File: src/rtl/writeback_arbiter.sv
// Writeback arbiter: merges ALU, MUL and MEM completions onto one ROB port.
// Each stream owns a small FIFO; the oldest head relative to rob_head wins.
module writeback_arbiter #(
   parameter int REGISTER_SIZE    = 32,
   parameter int REG_ADDRESS_SIZE = 5,
   parameter int ID_SIZE          = 3,
   parameter int FIFO_DEPTH       = 2
) (
   input  logic                          clk,
   input  logic                          rst_n,
   input  logic                          flush,
   input  logic [ID_SIZE-1:0]            rob_head,
   input  logic [2:0]                    req_valid,
   input  logic [3*REGISTER_SIZE-1:0]    req_data,
   input  logic [3*REG_ADDRESS_SIZE-1:0] req_address,
   input  logic [2:0]                    req_w,
   input  logic [3*ID_SIZE-1:0]          req_id,
   output logic [2:0]                    req_stall,
   output logic                          rob_req,
   output logic [REGISTER_SIZE-1:0]      rob_data,
   output logic [REG_ADDRESS_SIZE-1:0]   rob_address,
   output logic                          rob_w,
   output logic [ID_SIZE-1:0]            rob_id,
   input  logic                          rob_stall,
   output logic [2:0]                    pending
);

   localparam int N  = 3;
   localparam int PW = $clog2(FIFO_DEPTH);
   localparam int CW = $clog2(FIFO_DEPTH + 1);
   localparam logic [CW-1:0] FULL = CW'(FIFO_DEPTH);

   logic [REGISTER_SIZE-1:0]    mem_data [N][FIFO_DEPTH];
   logic [REG_ADDRESS_SIZE-1:0] mem_addr [N][FIFO_DEPTH];
   logic                        mem_w    [N][FIFO_DEPTH];
   logic [ID_SIZE-1:0]          mem_id   [N][FIFO_DEPTH];

   logic [PW-1:0] rd_ptr [N];
   logic [PW-1:0] wr_ptr [N];
   logic [CW-1:0] count  [N];

   logic [REGISTER_SIZE-1:0]    head_data [N];
   logic [REG_ADDRESS_SIZE-1:0] head_addr [N];
   logic                        head_w    [N];
   logic [ID_SIZE-1:0]          head_id   [N];

   logic [N-1:0] push, pop, nonempty, grant;
   logic         out_ready, grant_any;
   logic [ID_SIZE-1:0]          best_age;
   logic [REGISTER_SIZE-1:0]    sel_data;
   logic [REG_ADDRESS_SIZE-1:0] sel_addr;
   logic                        sel_w;
   logic [ID_SIZE-1:0]          sel_id;
   logic [CW+1:0]               total;

   assign out_ready = !rob_req || !rob_stall;

   always_comb begin
      for (int i = 0; i < N; i++) begin
         req_stall[i] = (count[i] == FULL);
         nonempty[i]  = (count[i] != '0);
         push[i]      = req_valid[i] && !req_stall[i] && !flush;
         head_data[i] = mem_data[i][rd_ptr[i]];
         head_addr[i] = mem_addr[i][rd_ptr[i]];
         head_w[i]    = mem_w[i][rd_ptr[i]];
         head_id[i]   = mem_id[i][rd_ptr[i]];
      end
   end

   // Strict '<' keeps the lowest index on an age tie.
   always_comb begin
      logic [ID_SIZE-1:0] age;
      age       = '0;
      grant     = '0;
      grant_any = 1'b0;
      best_age  = '0;
      sel_data  = '0;
      sel_addr  = '0;
      sel_w     = 1'b0;
      sel_id    = '0;
      for (int i = 0; i < N; i++) begin
         age = head_id[i] - rob_head;
         if (nonempty[i] && (!grant_any || age < best_age)) begin
            grant     = '0;
            grant[i]  = 1'b1;
            grant_any = 1'b1;
            best_age  = age;
            sel_data  = head_data[i];
            sel_addr  = head_addr[i];
            sel_w     = head_w[i];
            sel_id    = head_id[i];
         end
      end
   end

   assign pop = grant & {N{out_ready}};

   always_ff @(posedge clk) begin
      for (int i = 0; i < N; i++) begin
         if (push[i]) begin
            mem_data[i][wr_ptr[i]] <=
               req_data[i*REGISTER_SIZE +: REGISTER_SIZE];
            mem_addr[i][wr_ptr[i]] <=
               req_address[i*REG_ADDRESS_SIZE +: REG_ADDRESS_SIZE];
            mem_w[i][wr_ptr[i]]    <= req_w[i];
            mem_id[i][wr_ptr[i]]   <= req_id[i*ID_SIZE +: ID_SIZE];
         end
      end
   end

   always_ff @(posedge clk or negedge rst_n) begin
      if (!rst_n) begin
         for (int i = 0; i < N; i++) begin
            rd_ptr[i] <= '0;
            wr_ptr[i] <= '0;
            count[i]  <= '0;
         end
         rob_req     <= 1'b0;
         rob_data    <= '0;
         rob_address <= '0;
         rob_w       <= 1'b0;
         rob_id      <= '0;
      end else if (flush) begin
         for (int i = 0; i < N; i++) begin
            rd_ptr[i] <= '0;
            wr_ptr[i] <= '0;
            count[i]  <= '0;
         end
         rob_req <= 1'b0;
      end else begin
         for (int i = 0; i < N; i++) begin
            if (push[i]) wr_ptr[i] <= wr_ptr[i] + PW'(1);
            if (pop[i])  rd_ptr[i] <= rd_ptr[i] + PW'(1);
            if (push[i] && !pop[i])
               count[i] <= count[i] + CW'(1);
            else if (pop[i] && !push[i])
               count[i] <= count[i] - CW'(1);
         end
         if (out_ready) begin
            rob_req <= grant_any;
            if (grant_any) begin
               rob_data    <= sel_data;
               rob_address <= sel_addr;
               rob_w       <= sel_w;
               rob_id      <= sel_id;
            end
         end
      end
   end

   assign total = (CW+2)'(count[0]) + (CW+2)'(count[1])
                + (CW+2)'(count[2]) + (CW+2)'(rob_req);
   assign pending = (total > (CW+2)'(7)) ? 3'd7 : total[2:0];

endmodule

File: config.mk
export PLATFORM = sky130hd
export DESIGN_NAME = writeback_arbiter
export DESIGN_NICKNAME = d
export VERILOG_FILES = /design/src/rtl/writeback_arbiter.sv
export SDC_FILE = /design/constraint.sdc
export NUM_CORES = 1
export LEC_CHECK = 0
export ABC_AREA = 0
export CAP_MARGIN = 10
export CORE_ASPECT_RATIO = 0.75
export CORE_MARGIN = 2
export CORE_UTILIZATION = 40
export DETAILED_ROUTE_END_ITERATION = 12
export PLACE_DENSITY = 0.73
export SYNTH_ARGS = -nofsm -noshare
export SYNTH_HDL_FRONTEND = slang
export SYNTH_SLANG_ARGS = --single-unit
File: constraint.sdc
create_clock -name clk -period 7.1 [get_ports clk]
set_input_delay 1.42 -clock clk [delete_from_list [all_inputs] [get_ports clk]]
set_output_delay 1.42 -clock clk [all_outputs]
set_load 0.01 [all_outputs]
==> results_dict.tcl <==
set metrics [dict create \
    power_density_nw_per_um2 413.3 \
    cts_sinks 300 \
    postCtsSetupBuffers 0 \
    dp_cells 1381 \
    rsz0062_at_grt "false" \
    synthToLayoutAreaGrowth_pct 25.80 \
    grt_pass1_wl_um 46820 \
    reg2reg_slack_ns 1.37 \
    layout.cells.non_filler 1438 \
    cp-start-kind "input pin" \
    grt_max_degree 83 \
    root_buffer "clkbuf_16" \
    critPathRequiredTime_ns 7.55 \
    core_region_area_um2 31320 \
    setup-violations-final 0 \
    vdd_drop_max_mv 0.2672 \
    drv_slew 0 \
    clk_pin_slew_ns 0.06 \
    fin_crit_sh_pct 85.27 \
    drive_gt1_share_pct 18.04 \
    cts_resized 0 \
    drcViolationCount 0 \
    gp_congestion 0.8604 \
    vias_per_cell 5.367 \
    placed_area_um2 14970 \
    hold_buffers 0 \
    dr_total_vias 7718 \
    hold_path_class "reg -> reg" \
    cts.path.max_buffers 3 \
    slew_headroom_pct 32.27 \
    synthCells 828 \
    period_needed_ns 6.054 \
    final_nets 1155 \
    syn_nets 976 \
    antenna_left 0 \
    crit_fanout 32 \
    synth_ff_type "edfxtp_1" \
    htreeDepth 1 \
    status "complete, no violations" \
    rows 56 \
    syn_area_per_cell_um2 15.36 \
    fin_skew_ns 0.02411 \
    power_mw 6.615 \
    mostFrequentLayoutCell "edfxtp_1" \
    final_area_um2 16000 \
    post-dp-hpwl_um 20680 \
    initial_core_util_pct 40.62 \
    post_drt_wl_per_cell_um 21.68 \
    end_kind "flip-flop" \
    die_area_um2 33260 \
    synth_async_sr_flop_share_pct 18.00 \
    synth.distinct_cells 53 \
    grt-ovfl-total 0 \
    synth-edff-count 246 \
    port_buffers 180 \
    yosysWarnings 0 \
    cts_tree "built" \
    grt_pass1_vias 7921 \
    drv_cap 0 \
    worst_pin_slew_ns 1.016 \
    cts_buffers 30 \
    track_usage_pct 18.80 \
    arrival_ns 6.51 \
    hold_viol_final 0 \
    fmax_ghz 0.1652 \
    die_w_um 209.9 \
    fp.dieH_um 158.5 \
    synth-seq-area-share_pct 68.69 \
    io_pins 181 \
    tns_ns 0 \
    drt_iter0_drc 543 \
    final_cell_mix "246 x edfxtp_1, 179 x clkdlybuf4s50_1, 55 x nand2_1" \
    p_leak_nw 5.417 \
    synthesis.area_um2 12720 \
    ys_seq_elements 300 \
    antenna_found_initial 3 \
    wirelength_um 31180 \
    first_pass_iters 5 \
    criticalPathCategory "in -> reg" \
    clk_latency_ns 0.58 \
]
final cells by class:
cell class	count	area [um^2]
antenna	1	2.502
timing repair buffer	201	1967
inverter	9	33.78
clock buffer	43	889.6
fill	2618	15320
tap	406	508.0
sequential	300	8742
clock inverter	13	143.9
multi-input combinational	465	3717
layer usage:
layer / GRT usage, % / vias up / part of all wire [%]
li1: - / 3544 / -
met1: 26.33 / 3848 / 46
met2: 29.77 / 274 / 45
met3: 4.970 / 48 / 7.6
met4: 3.783 / 4 / 1.6
met5: 0 / - / 0.087
registers in the layout (all words and copies together) (netlist names):
| register | count |
|---|---|
| rob_id | 3 |
| rob_data | 32 |
| mem_data | 192 |
| mem_w | 6 |
| rd_ptr | 3 |
| wr_ptr | 3 |
| count | 6 |
| rob_req | 1 |
| mem_id | 18 |
| rob_w | 1 |
| rob_address | 5 |
| mem_addr | 30 |
synth_stat cells (all sizes together) (2+ instances only):
cell type	number	area, um^2
nor3	47	250.2
clkbuf	35	132.6
o21ai	11	58.81
nor2b	39	244.0
nand3	2	10.01
nor3b	6	45.04
and2	3	18.77
fa	6	120.1
edfxtp	246	7387
a21oi	14	70.07
a21o	2	15.01
ha	9	112.6
mux2i	46	460.4
nor2	21	78.83
nand2	56	210.2
a211oi	77	758.2
o211ai	3	22.52
inv	9	33.78
xnor2	10	87.58
dfrtp	54	1351
o31ai	41	367.9
buf	19	151.4
nand2b	5	31.28
nand4	2	12.51
mux2	41	461.7
or3	3	18.77
xor2	3	26.28
through the flow:
stage	util (%)	setup WS (ns)	hold slack [ns]
after floorplan	-	1.829	0.5168
after global placement	47.79	0.7760	0.4608
after detailed placement	47.79	0.4673	0.4722
after CTS	51.09	1.040	0.4871
after global routing	51.09	0.6561	0.5204
final	51.10	1.046	0.4913
power by group:
group          internal [mW]  total [mW]  switching (mW)
Sequential              2.15        2.36           0.204
Clock                  0.946        1.61           0.665
Combinational           1.13        2.65            1.52
final timing paths:
| check | start | to | depth (start not counted) |
|---|---|---|---|
| setup / recovery | rob_head[0] | rob_data[28]$_DFFE_PN0P_ | 21 |
| hold / removal | rob_data[19]$_DFFE_PN0P_ | rob_data[19]$_DFFE_PN0P_ | 2 |
| setup reg to reg | rd_ptr[2]$_DFFE_PN0P_ | rob_data[28]$_DFFE_PN0P_ | 22 |
| hold reg to reg | rob_data[19]$_DFFE_PN0P_ | rob_data[19]$_DFFE_PN0P_ | 2 |
| max in group asynchronous | rst_n | rd_ptr[0]$_DFFE_PN0P_ | 2 |
| min in group asynchronous | rst_n | rob_address[4]$_DFFE_PN0P_ | 2 |
worst max-delay path, stage by stage:
cell	delay [ns]
clkdlybuf4s50_1	0.52
ha_1	0.18
inv_1	0.06
fa_1	0.39
xnor2_1	0.19
xnor2_1	0.14
nand2_1	0.09
ha_1	0.32
nor2_1	0.06
o22ai_1	0.36
nand2_4	0.35
nor2_1	0.18
a21oi_1	0.07
ha_1	0.35
o21a_1	0.15
o21ai_2	0.06
and2b_1	0.20
a41oi_4	0.58
buf_4	0.46
a211oi_1	0.12
o31ai_1	0.25
cells by family (layout without fill, tap and decap cells):
group	count (synthesis)	after routing	synth area share, %
AND/OR/NAND/NOR	190	190	7.632
XOR/XNOR	13	13	0.8950
buffers and inverters	63	266	2.498
adder cells (fa/ha/maj)	15	15	1.829
AO/OA/AOI/OAI	160	160	11.21
other	0	1	0
flip-flops	300	300	68.69
multiplexers	87	87	7.248
No activity file was read; power rests on OpenSTA's default activity.
==> edit: new RTL, same flow settings <==
Make the reset (`rst_n`) synchronous in one clocked block.
--- a/src/rtl/writeback_arbiter.sv
+++ b/src/rtl/writeback_arbiter.sv
@@ -110,3 +110,3 @@
 
-   always_ff @(posedge clk or negedge rst_n) begin
+   always_ff @(posedge clk) begin
       if (!rst_n) begin
Behaviour: differs if rst_n is asserted again (counterexample within 4 cycles, from zero or initial values and one cycle with rst_n low); with rst_n held inactive, the same outputs for 4 cycles.
==> edit against the original RTL <==
Final cell count decreased by 6.8%; worst setup slack improved by 340 ps; synthesized area decreased by 5.4%; non-clock buffer count decreased by 1; sequential cell count unchanged; design area decreased by 3.9%; total power decreased by 2.6%; wire length decreased by 3.5%; sequential power decreased by 6%; critical path type unchanged; largest cell class unchanged; largest power group unchanged.
==> edit: results (changes against the original RTL) <==
[outcome]
status=complete, no violations

[critical_path]
regToRegSetupSlack_ps=1710  ; +340 ps
cp_max_fo=25  ; -22%
crit_arrival_ps=6010  ; -500 ps
cp_slowest_stage_delay_ps=520  ; -60 ps
cpMaxStageDelayCell=clkdlybuf4s50_1

[power_and_ir_drop]
p_leak_nw=5.13  ; -5.3%
ir_worst_vdd_mv=0.449  ; +68%

[route]
viasPerCell=5.50  ; +2.5%
routed_wl_um=30100  ; -3.5%
drtPass1Iterations=4  ; -1
drt_iter0_markers=486  ; -10%
avgRoutedWirePerCell_um=22.5  ; +3.6%

[cts]
clock_latency_ps=550  ; -30 ps
cts_inserted_buffers=30  ; unchanged
clockRootBuffer=clkbuf_16
cts.path.max_buffers=3  ; unchanged

[finish]
fill_cells=2414  ; -7.8%
num-nets-final=1073  ; -7.1%
drive_gt1_share_pct=10.1  ; -7.9 points

[placed_design]
placed_cells=1282  ; -7.2%
dp_slack_ps=897  ; +430 ps
gp_congestion=0.846  ; -1.7%
dp.final_hpwl_um=19300  ; -6.5%
portBuffers=180  ; unchanged

[synthesis]
ys_types=59  ; +11%
synth_edf_count=258  ; +4.9%
synth_nets=890  ; -8.8%
yosys-top-cells-area=edfxtp_1 64%, mux2i_1 9.8%, dfxtp_1 7.0%
yosysWarnings=0  ; unchanged
netlist_top_cells_count=258 x edfxtp_1, 118 x mux2i_1, 62 x nand2_1
yosysSeqAreaShare_pct=71.4  ; +2.7 points
async_flop_share_pct=0  ; -18 points
syn_inst=740  ; -11%

[sta]
clock-skew-final_ps=10.4  ; -13.7 ps
timing.fmax_mhz=175  ; +5.9%
slew_headroom_pct=14.1  ; -18 points

[global_route]
grt_pass1_wl_um=45000  ; -4.0%
grt_pass1_vias=7591  ; -4.2%
track_usage_pct=18.9  ; +0.068 points
antenna_found_initial=3  ; unchanged
grt_max_degree=44  ; -47%

==> edit: cell count changes in the layout (fill, tap and decap cells not counted), sizes merged, moves of 38 or more <==
cell / before / now
a211oi: 77 / 5
a32o: 0 / 40
dfrtp: 54 / 0
dfxtp: 0 / 42
mux2i: 46 / 118
nor2b: 39 / 1
nor3: 47 / 6
o221ai: 0 / 38
o31ai: 41 / 3
==> edit: final cells by class <==
cell class	count	area [um^2]	area share, %
multi-input combinational	384	3260	21.2
antenna	1	2.50	0.0163
clock buffer	39	816	5.30
sequential	300	8590	55.8
tap	392	490	3.19
clock inverter	17	231	1.50
inverter	7	26.3	0.171
timing repair buffer	200	1960	12.8
==> edit: worst max-delay path: cells and delay by family <==
kind | cells | cell delay (ps)
fa+ha+maj | 4 | 1050
compound gates | 6 | 1380
xor+xnor | 2 | 360
simple gates | 5 | 880
buf+inv | 3 | 940
==> edit: where the power goes <==
group	leakage, nW	switching, mW	internal [mW]
sequential	2.73	0.0976	2.13
clock	0.513	0.659	0.996
combinational	1.89	1.55	1.00
total	5.13	2.31	4.13
==> edit: metal layers <==
| metal | share of wire (%) | GRT usage (%) |
|---|---|---|
| met1 | 44 | 26.2 |
| met2 | 46 | 31.1 |
| met3 | 7.5 | 3.46 |
| met4 | 2.0 | 4.18 |
| met5 | 0.043 | 0 |
==> edit: kinds of logic (layout without fill, tap and decap cells) <==
group / after synthesis / in the layout / synth area share (%)
and+or+nand+nor: 119 / 119 / 4.77
adders and majority gates: 17 / 17 / 2.14
AOI/OAI and AO/OA: 117 / 117 / 8.84
xor gates and xnor gates: 8 / 8 / 0.582
other: 0 / 1 / 0
buffers and inverters: 56 / 263 / 2.04
DFF: 300 / 300 / 71.4
muxes: 123 / 123 / 10.3
==> edit: path summary, 6_finish.rpt <==
path	from	to	cells past startpoint
hold / removal	rob_data[14]$_SDFFE_PN0P_	rob_data[14]$_SDFFE_PN0P_	1
setup / recovery	rob_head[0]	count[2][1]$_DFFE_PP_	20
setup reg to reg	rd_ptr[0][1]$_SDFFCE_PP0P_	count[2][1]$_DFFE_PP_	18
hold reg to reg	rob_data[14]$_SDFFE_PN0P_	rob_data[14]$_SDFFE_PN0P_	1
==> edit: metrics by stage <==
step	hold slack, ps	area, um^2
2_1_floorplan	479	12000
3_3_place_gp	456	14300
3_5_place_dp	453	14300
4_1_cts	469	15400
5_1_grt	495	15400
6_report	466	15400
